--- src/rtl/rca_multiword_sequencer_if.sv ---
// Start/busy/done handshake and operand/result bus of the multi-word sequencer.
// The controller drives the master side and the sequencer is the slave.
interface rca_multiword_sequencer_if #(
    parameter int WORDS = 4
) ();
    localparam int W = 16 * WORDS;

    logic         start;
    logic         op;
    logic [W-1:0] a;
    logic [W-1:0] b;
    logic         c0;
    logic         busy;
    logic         done;
    logic [W-1:0] s;
    logic         c;

    modport master (output start, op, a, b, c0, input busy, done, s, c);
    modport slave  (input start, op, a, b, c0, output busy, done, s, c);
endinterface

--- src/rtl/rca_multiword_sequencer.sv ---
// Multi-precision add/subtract over WORDS 16-bit slices, LSB first, reusing one
// 16-bit ripple-carry adder. The carry is chained between slices through a register.
module RCA_16Bit_Adder (
    output logic [15:0] s,
    output logic        c,
    input  logic [15:0] a,
    input  logic [15:0] b,
    input  logic        c0
);
    always_comb begin : chain
        logic [16:0] cy;
        cy    = '0;
        s     = '0;
        cy[0] = c0;
        for (int i = 0; i < 16; i++) begin
            s[i]     = a[i] ^ b[i] ^ cy[i];
            cy[i+1]  = (a[i] & b[i]) | (cy[i] & (a[i] ^ b[i]));
        end
        c = cy[16];
    end
endmodule

module rca_multiword_sequencer #(
    parameter int WORDS = 4,
    parameter int IDXW  = 4
) (
    input  logic                         clk,
    input  logic                         rst_n,
    rca_multiword_sequencer_if.slave     bus
);
    localparam int W = 16 * WORDS;

    typedef enum logic [1:0] {IDLE, RUN, DONE} state_t;

    state_t          state;
    state_t          state_next;
    logic [W-1:0]    a_q;
    logic [W-1:0]    b_q;
    logic [W-1:0]    acc_q;
    logic [W-1:0]    acc_upd;
    logic [W-1:0]    s_q;
    logic            op_q;
    logic            carry_q;
    logic            c_q;
    logic [IDXW-1:0] idx_q;
    logic [15:0]     a_sl;
    logic [15:0]     b_sl;
    logic [15:0]     b_eff;
    logic [15:0]     sum;
    logic            sum_c;
    logic            last;
    logic            busy;
    logic            done;

    always_ff @(posedge clk) begin
        if (!rst_n) state <= IDLE;
        else        state <= state_next;
    end

    always_comb begin
        state_next = state;
        busy       = 1'b0;
        done       = 1'b0;
        case (state)
            IDLE: if (bus.start) state_next = RUN;
            RUN: begin
                busy = 1'b1;
                if (last) state_next = DONE;
            end
            DONE: begin
                done       = 1'b1;
                state_next = IDLE;
            end
            default: state_next = IDLE;
        endcase
    end

    // Slice select by constant-index compare keeps the mux free of wide index math.
    always_comb begin
        a_sl = '0;
        b_sl = '0;
        for (int i = 0; i < WORDS; i++) begin
            if (idx_q == IDXW'(i)) begin
                a_sl = a_q[16*i +: 16];
                b_sl = b_q[16*i +: 16];
            end
        end
    end

    assign b_eff = op_q ? ~b_sl : b_sl;
    assign last  = (idx_q == IDXW'(WORDS - 1));

    RCA_16Bit_Adder u_rca (
        .s  (sum),
        .c  (sum_c),
        .a  (a_sl),
        .b  (b_eff),
        .c0 (carry_q)
    );

    always_comb begin
        acc_upd = acc_q;
        for (int i = 0; i < WORDS; i++) begin
            if (idx_q == IDXW'(i)) acc_upd[16*i +: 16] = sum;
        end
    end

    // s/c only change on the final slice so the controller never sees partial sums.
    always_ff @(posedge clk) begin
        if (!rst_n) begin
            a_q     <= '0;
            b_q     <= '0;
            acc_q   <= '0;
            s_q     <= '0;
            op_q    <= 1'b0;
            carry_q <= 1'b0;
            c_q     <= 1'b0;
            idx_q   <= '0;
        end else begin
            case (state)
                IDLE: begin
                    if (bus.start) begin
                        a_q     <= bus.a;
                        b_q     <= bus.b;
                        op_q    <= bus.op;
                        carry_q <= bus.op | bus.c0;
                        idx_q   <= '0;
                    end
                end
                RUN: begin
                    acc_q   <= acc_upd;
                    carry_q <= sum_c;
                    idx_q   <= idx_q + 1'b1;
                    if (last) begin
                        s_q <= acc_upd;
                        c_q <= sum_c;
                    end
                end
                default: ;
            endcase
        end
    end

    assign bus.busy = busy;
    assign bus.done = done;
    assign bus.s    = s_q;
    assign bus.c    = c_q;
endmodule
--- src/flat_wrapper.sv ---
// flat-port wrapper written by rule: the top's interface ports become plain ports
module rca_multiword_sequencer_flat 
#(
    parameter int WORDS = 4,
    parameter int IDXW  = 4
)
  (clk, rst_n, bus_start, bus_op, bus_a, bus_b, bus_c0, bus_busy, bus_done, bus_s, bus_c);
  rca_multiword_sequencer_if #(.WORDS(WORDS)) bus_i ();
  input  logic clk;
  input  logic rst_n;
  input wire logic [$bits(bus_i.start)-1:0] bus_start;
  input wire logic [$bits(bus_i.op)-1:0] bus_op;
  input wire logic [$bits(bus_i.a)-1:0] bus_a;
  input wire logic [$bits(bus_i.b)-1:0] bus_b;
  input wire logic [$bits(bus_i.c0)-1:0] bus_c0;
  output wire logic [$bits(bus_i.busy)-1:0] bus_busy;
  output wire logic [$bits(bus_i.done)-1:0] bus_done;
  output wire logic [$bits(bus_i.s)-1:0] bus_s;
  output wire logic [$bits(bus_i.c)-1:0] bus_c;
  assign bus_i.start = bus_start;
  assign bus_i.op = bus_op;
  assign bus_i.a = bus_a;
  assign bus_i.b = bus_b;
  assign bus_i.c0 = bus_c0;
  assign bus_busy = bus_i.busy;
  assign bus_done = bus_i.done;
  assign bus_s = bus_i.s;
  assign bus_c = bus_i.c;
  rca_multiword_sequencer #(.WORDS(WORDS), .IDXW(IDXW)) u_core (.clk(clk), .rst_n(rst_n), .bus(bus_i));
endmodule
--- config.mk ---
export PLATFORM = sky130hd
export DESIGN_NAME = rca_multiword_sequencer_flat
export DESIGN_NICKNAME = d
export VERILOG_FILES = /design/src/rtl/rca_multiword_sequencer_if.sv /design/src/rtl/rca_multiword_sequencer.sv /design/src/flat_wrapper.sv
export SDC_FILE = /design/constraint.sdc
export NUM_CORES = 1
export LEC_CHECK = 0
export BUFFER_PORTS_ARGS = -buffer_cell sky130_fd_sc_hd__buf_2
export CAP_MARGIN = 0
export CORE_ASPECT_RATIO = 0.75
export CORE_UTILIZATION = 40
export DETAILED_ROUTE_END_ITERATION = 7
export PLACE_DENSITY_LB_ADDON = 0.15
export SLEW_MARGIN = 0
export SYNTH_ARGS = -nofsm -noshare
export SYNTH_HDL_FRONTEND = slang
export SYNTH_HIERARCHICAL = 1
export SYNTH_SLANG_ARGS = --single-unit
--- constraint.sdc ---
create_clock -name clk -period 9.91 [get_ports clk]
set_input_delay 0.991 -clock clk [delete_from_list [all_inputs] [get_ports clk]]
set_output_delay 0.991 -clock clk [all_outputs]
set_load 0.02 [all_outputs]
==> results.rst <==
.. list-table::
   :header-rows: 1

   * - Metric
     - Value
   * - Final weighted congestion in routability-driven placement
     - 0.856
   * - Highest clock frequency the design can meet
     - 114 MHz
   * - Stages on the worst setup path
     - 29
   * - Slowest stage delay, CP
     - 0.49 ns
   * - Commonest cells after routing, fill and taps aside
     - sky130_fd_sc_hd__nand2_1 (441), sky130_fd_sc_hd__dfxtp_1 (249), sky130_fd_sc_hd__buf_2 (198)
   * - Wire length of the first global-routing pass
     - 49,500 um
   * - Period minus WS final
     - 8.77 ns
   * - Total congestion overflow
     - 0
   * - Area of combinational cells with multiple inputs
     - 0.00540 sq mm
   * - Number of buffers on the longest clock path
     - 3
   * - Biggest fanout along the worst timing path
     - 37
   * - Most used flip-flop cell after synthesis
     - sky130_fd_sc_hd__dfxtp_1
   * - Element type at the critical path end
     - flop
   * - Remaining routing DRC violations
     - 10
   * - Number of failing hold endpoints at the final stage
     - 0
   * - Setup TNS
     - 0 ns
   * - Core footprint
     - 0.0270 sq mm
   * - Cell with the largest stage delay on the worst path
     - sky130_fd_sc_hd__nand2b_1
   * - Clk slew on worst S/H paths
     - 0.07 ns
   * - Antenna cell count
     - 0
   * - Final Hold Slack
     - 0.447 ns
   * - Proportion of synthesized flip-flops having asynchronous set or reset
     - 0
   * - Post-cts repair resize count
     - 0
   * - Transition time at the pin with the least slew margin
     - 1.15 ns
   * - Run status
     - finished with violations
   * - Number of sinks handled by clock tree synthesis
     - 249
   * - IO buf count
     - 199
   * - H-tree level count
     - 1
   * - Count of standard-cell rows
     - 52
   * - Slack of the critical path
     - 1.14 ns
   * - Library cell appearing most often on the critical path
     - sky130_fd_sc_hd__fa_1
   * - Nets
     - 1,572
   * - Critical path class
     - flop to flop
   * - R2R cell count
     - 29
   * - Latest clock arrival within the worst-skew pair
     - 0.53 ns
   * - Drt first-iter violations
     - 681
   * - TritonRoute pass-1 iters
     - 8
   * - Sum of net half-perimeters after detailed placement
     - 22,200 um
   * - Commonest non-fill, non-tap cell in the layout
     - sky130_fd_sc_hd__nand2_1
   * - Largest net degree at the start of global routing
     - 100
   * - Clock buffer count from CTS
     - 26
   * - Total area of sequential cells
     - 0.00498 sq mm
   * - Number of top-level pins
     - 200
   * - Number of warnings issued by yosys
     - 6
   * - Worst setup timing slack at the placement stage
     - 1.15 ns
   * - Number of flops mapped to enable cells by yosys
     - 0
   * - Yosys reg bits
     - 249
   * - Post-Synthesis Cell Area
     - 0.0110 sq mm
   * - Data arrival time of the critical path
     - 9.20 ns
   * - Critical path startpoint category
     - flop
   * - TritonCTS clock tree
     - done
   * - Setup skew after layout
     - 0.00842 ns
   * - CP Data Required Time
     - 10.34 ns
   * - Die Outline Area
     - 0.0282 sq mm
   * - Dominant delay contributor by cell family on the critical path
     - adder cells
   * - Area growth from synthesis to layout
     - 17.1%
   * - Die Ht
     - 146 um
   * - Number of antenna violations at the first check in global routing
     - 0
   * - Gate Count Post-Synth
     - 1,302
   * - Final Max Tran Viols
     - 0
   * - Setup Buffers After CTS
     - 0
   * - Vias per std cell
     - 5.11
   * - Clock root buffer master
     - sky130_fd_sc_hd__clkbuf_16
   * - Power per standard cell area
     - 187 mW/mm^2
   * - Total of hold buffers inserted after clock tree synthesis
     - 0
   * - Final cycle utilization of the critical path
     - 0.885
   * - Post-synthesis net count
     - 1,455
   * - Hold WC Path Type
     - flop to flop
   * - Effective utilization at floorplan
     - 0.407
   * - P_leak
     - 5.22 nW
   * - Sum of buffers and inverters on the critical path
     - 6
   * - RSZ-0062 raised after global routing
     - no
   * - Number of endpoints failing setup at the final stage
     - 0
   * - Synth unique cells
     - 40
   * - Number of fill cells in the layout
     - 2,677
   * - Post-route ant nets
     - 0
   * - Avg Inst Size Synth
     - 8.44 sq um
   * - Post-DR wirelength/cell
     - 17.6 um
   * - Die Span X
     - 193 um
   * - Maximum Capacitance Violations
     - 0
   * - Layout cell share with drive strength beyond 1
     - 0.183
   * - Routed via count
     - 9,148
   * - GR Util All Layers
     - 0.222
   * - Worst ir drop on vdd
     - 0.000114 V
   * - Sequential element share of the synthesized area
     - 0.453
   * - Slew Limit Headroom
     - 0.236
   * - Failing checks
     - design-rule violations
   * - Total routed wirelength
     - 31,500 um
   * - Worst Hold Depth
     - 2
   * - Vias in the first global route
     - 8,648
## worst register-to-register path, delay by kind of cell (launching register included)
kind | cells | cell delay, ns
adder cells (fa/ha/maj) | 17 | 6.20
buffers and inverters | 6 | 0.74
AO/OA/AOI/OAI | 3 | 0.60
AND/OR/NAND/NOR | 1 | 0.49
flip-flops | 1 | 0.41
XOR/XNOR | 1 | 0.14
multiplexers | 1 | 0.10
## routing by layer
| metal | global-route usage | vias to the layer above | share of wire |
|---|---|---|---|
| li1 | - | 4556 | - |
| met1 | 0.341 | 4289 | 0.51 |
| met2 | 0.328 | 268 | 0.42 |
| met3 | 0.0320 | 35 | 0.058 |
| met4 | 0.0460 | 0 | 0.015 |
| met5 | 0 | - | 0 |
## cell type report
class | count | area share
multi-input cells | 914 | 0.420
flip-flops and latches | 249 | 0.387
repair buffers | 213 | 0.0857
clock buffers | 37 | 0.0593
well taps | 351 | 0.0341
clock inverters | 11 | 0.00933
inverters | 15 | 0.00447
## cells by family after synthesis
| logic type | Yosys count | synth area share |
|---|---|---|
| DFF | 249 | 0.453 |
| and+or+nand+nor | 514 | 0.194 |
| buffers and inverters | 139 | 0.0567 |
| AOI/OAI and AO/OA | 315 | 0.205 |
| muxes | 48 | 0.0437 |
| adders and majority gates | 20 | 0.0337 |
| xor gates and xnor gates | 17 | 0.0135 |
## cell usage after synthesis (all sizes together), types with 16 or more instances
master / number / area (sq um)
a31oi: 16 / 100
mux2i: 48 / 480
a22o: 17 / 149
xor2: 16 / 140
buf: 44 / 262
nand2: 441 / 1660
clkbuf: 80 / 304
a21boi: 180 / 1350
dfxtp: 249 / 4980
a221o: 16 / 160
o221ai: 16 / 140
nand3b: 17 / 128
fa: 16 / 320
o21ai: 51 / 255
nand2b: 18 / 113
nand3: 20 / 105
a21oi: 17 / 85.1
## final timing paths
check	from	end	slack, ns
hold / removal	u_core/bus.s[34]	u_core/bus.s[34]	0.45
hold reg to reg	u_core/bus.s[34]	u_core/bus.s[34]	0.45
setup / recovery	u_core/idx_q[0]	u_core/bus.s[31]	1.14
setup reg to reg	u_core/idx_q[0]	u_core/bus.s[31]	1.14
## sequential cells by signal (all words and copies together), names as in the netlist
| name | count |
|---|---|
| u_core/bus.s | 64 |
| u_core/acc_q | 48 |
| u_core/state | 2 |
| u_core/carry_q | 1 |
| u_core/op_q | 1 |
| u_core/bus.c | 1 |
| u_core/idx_q | 4 |
| u_core/b_q | 64 |
| u_core/a_q | 64 |
## power breakdown
group	switching, mW	leakage, nW	internal, mW	total [mW]
Clock	0.404	0.427	0.590	0.994
Combinational	0.215	2.76	0.124	0.339
Sequential	0.0290	2.03	1.04	1.07
## stage by stage
step	power (mW)	util	std cells	instance area, sq um
2_1_floorplan	1.31	-	1302	11000
3_3_place_gp	1.43	0.444	1742	12000
3_5_place_dp	1.44	0.444	1742	12000
4_1_cts	2.43	0.477	1790	12900
5_1_grt	2.50	0.477	1790	12900
6_report	2.40	0.477	1790	12900
Note: power is estimated with default switching activity, not from simulation.
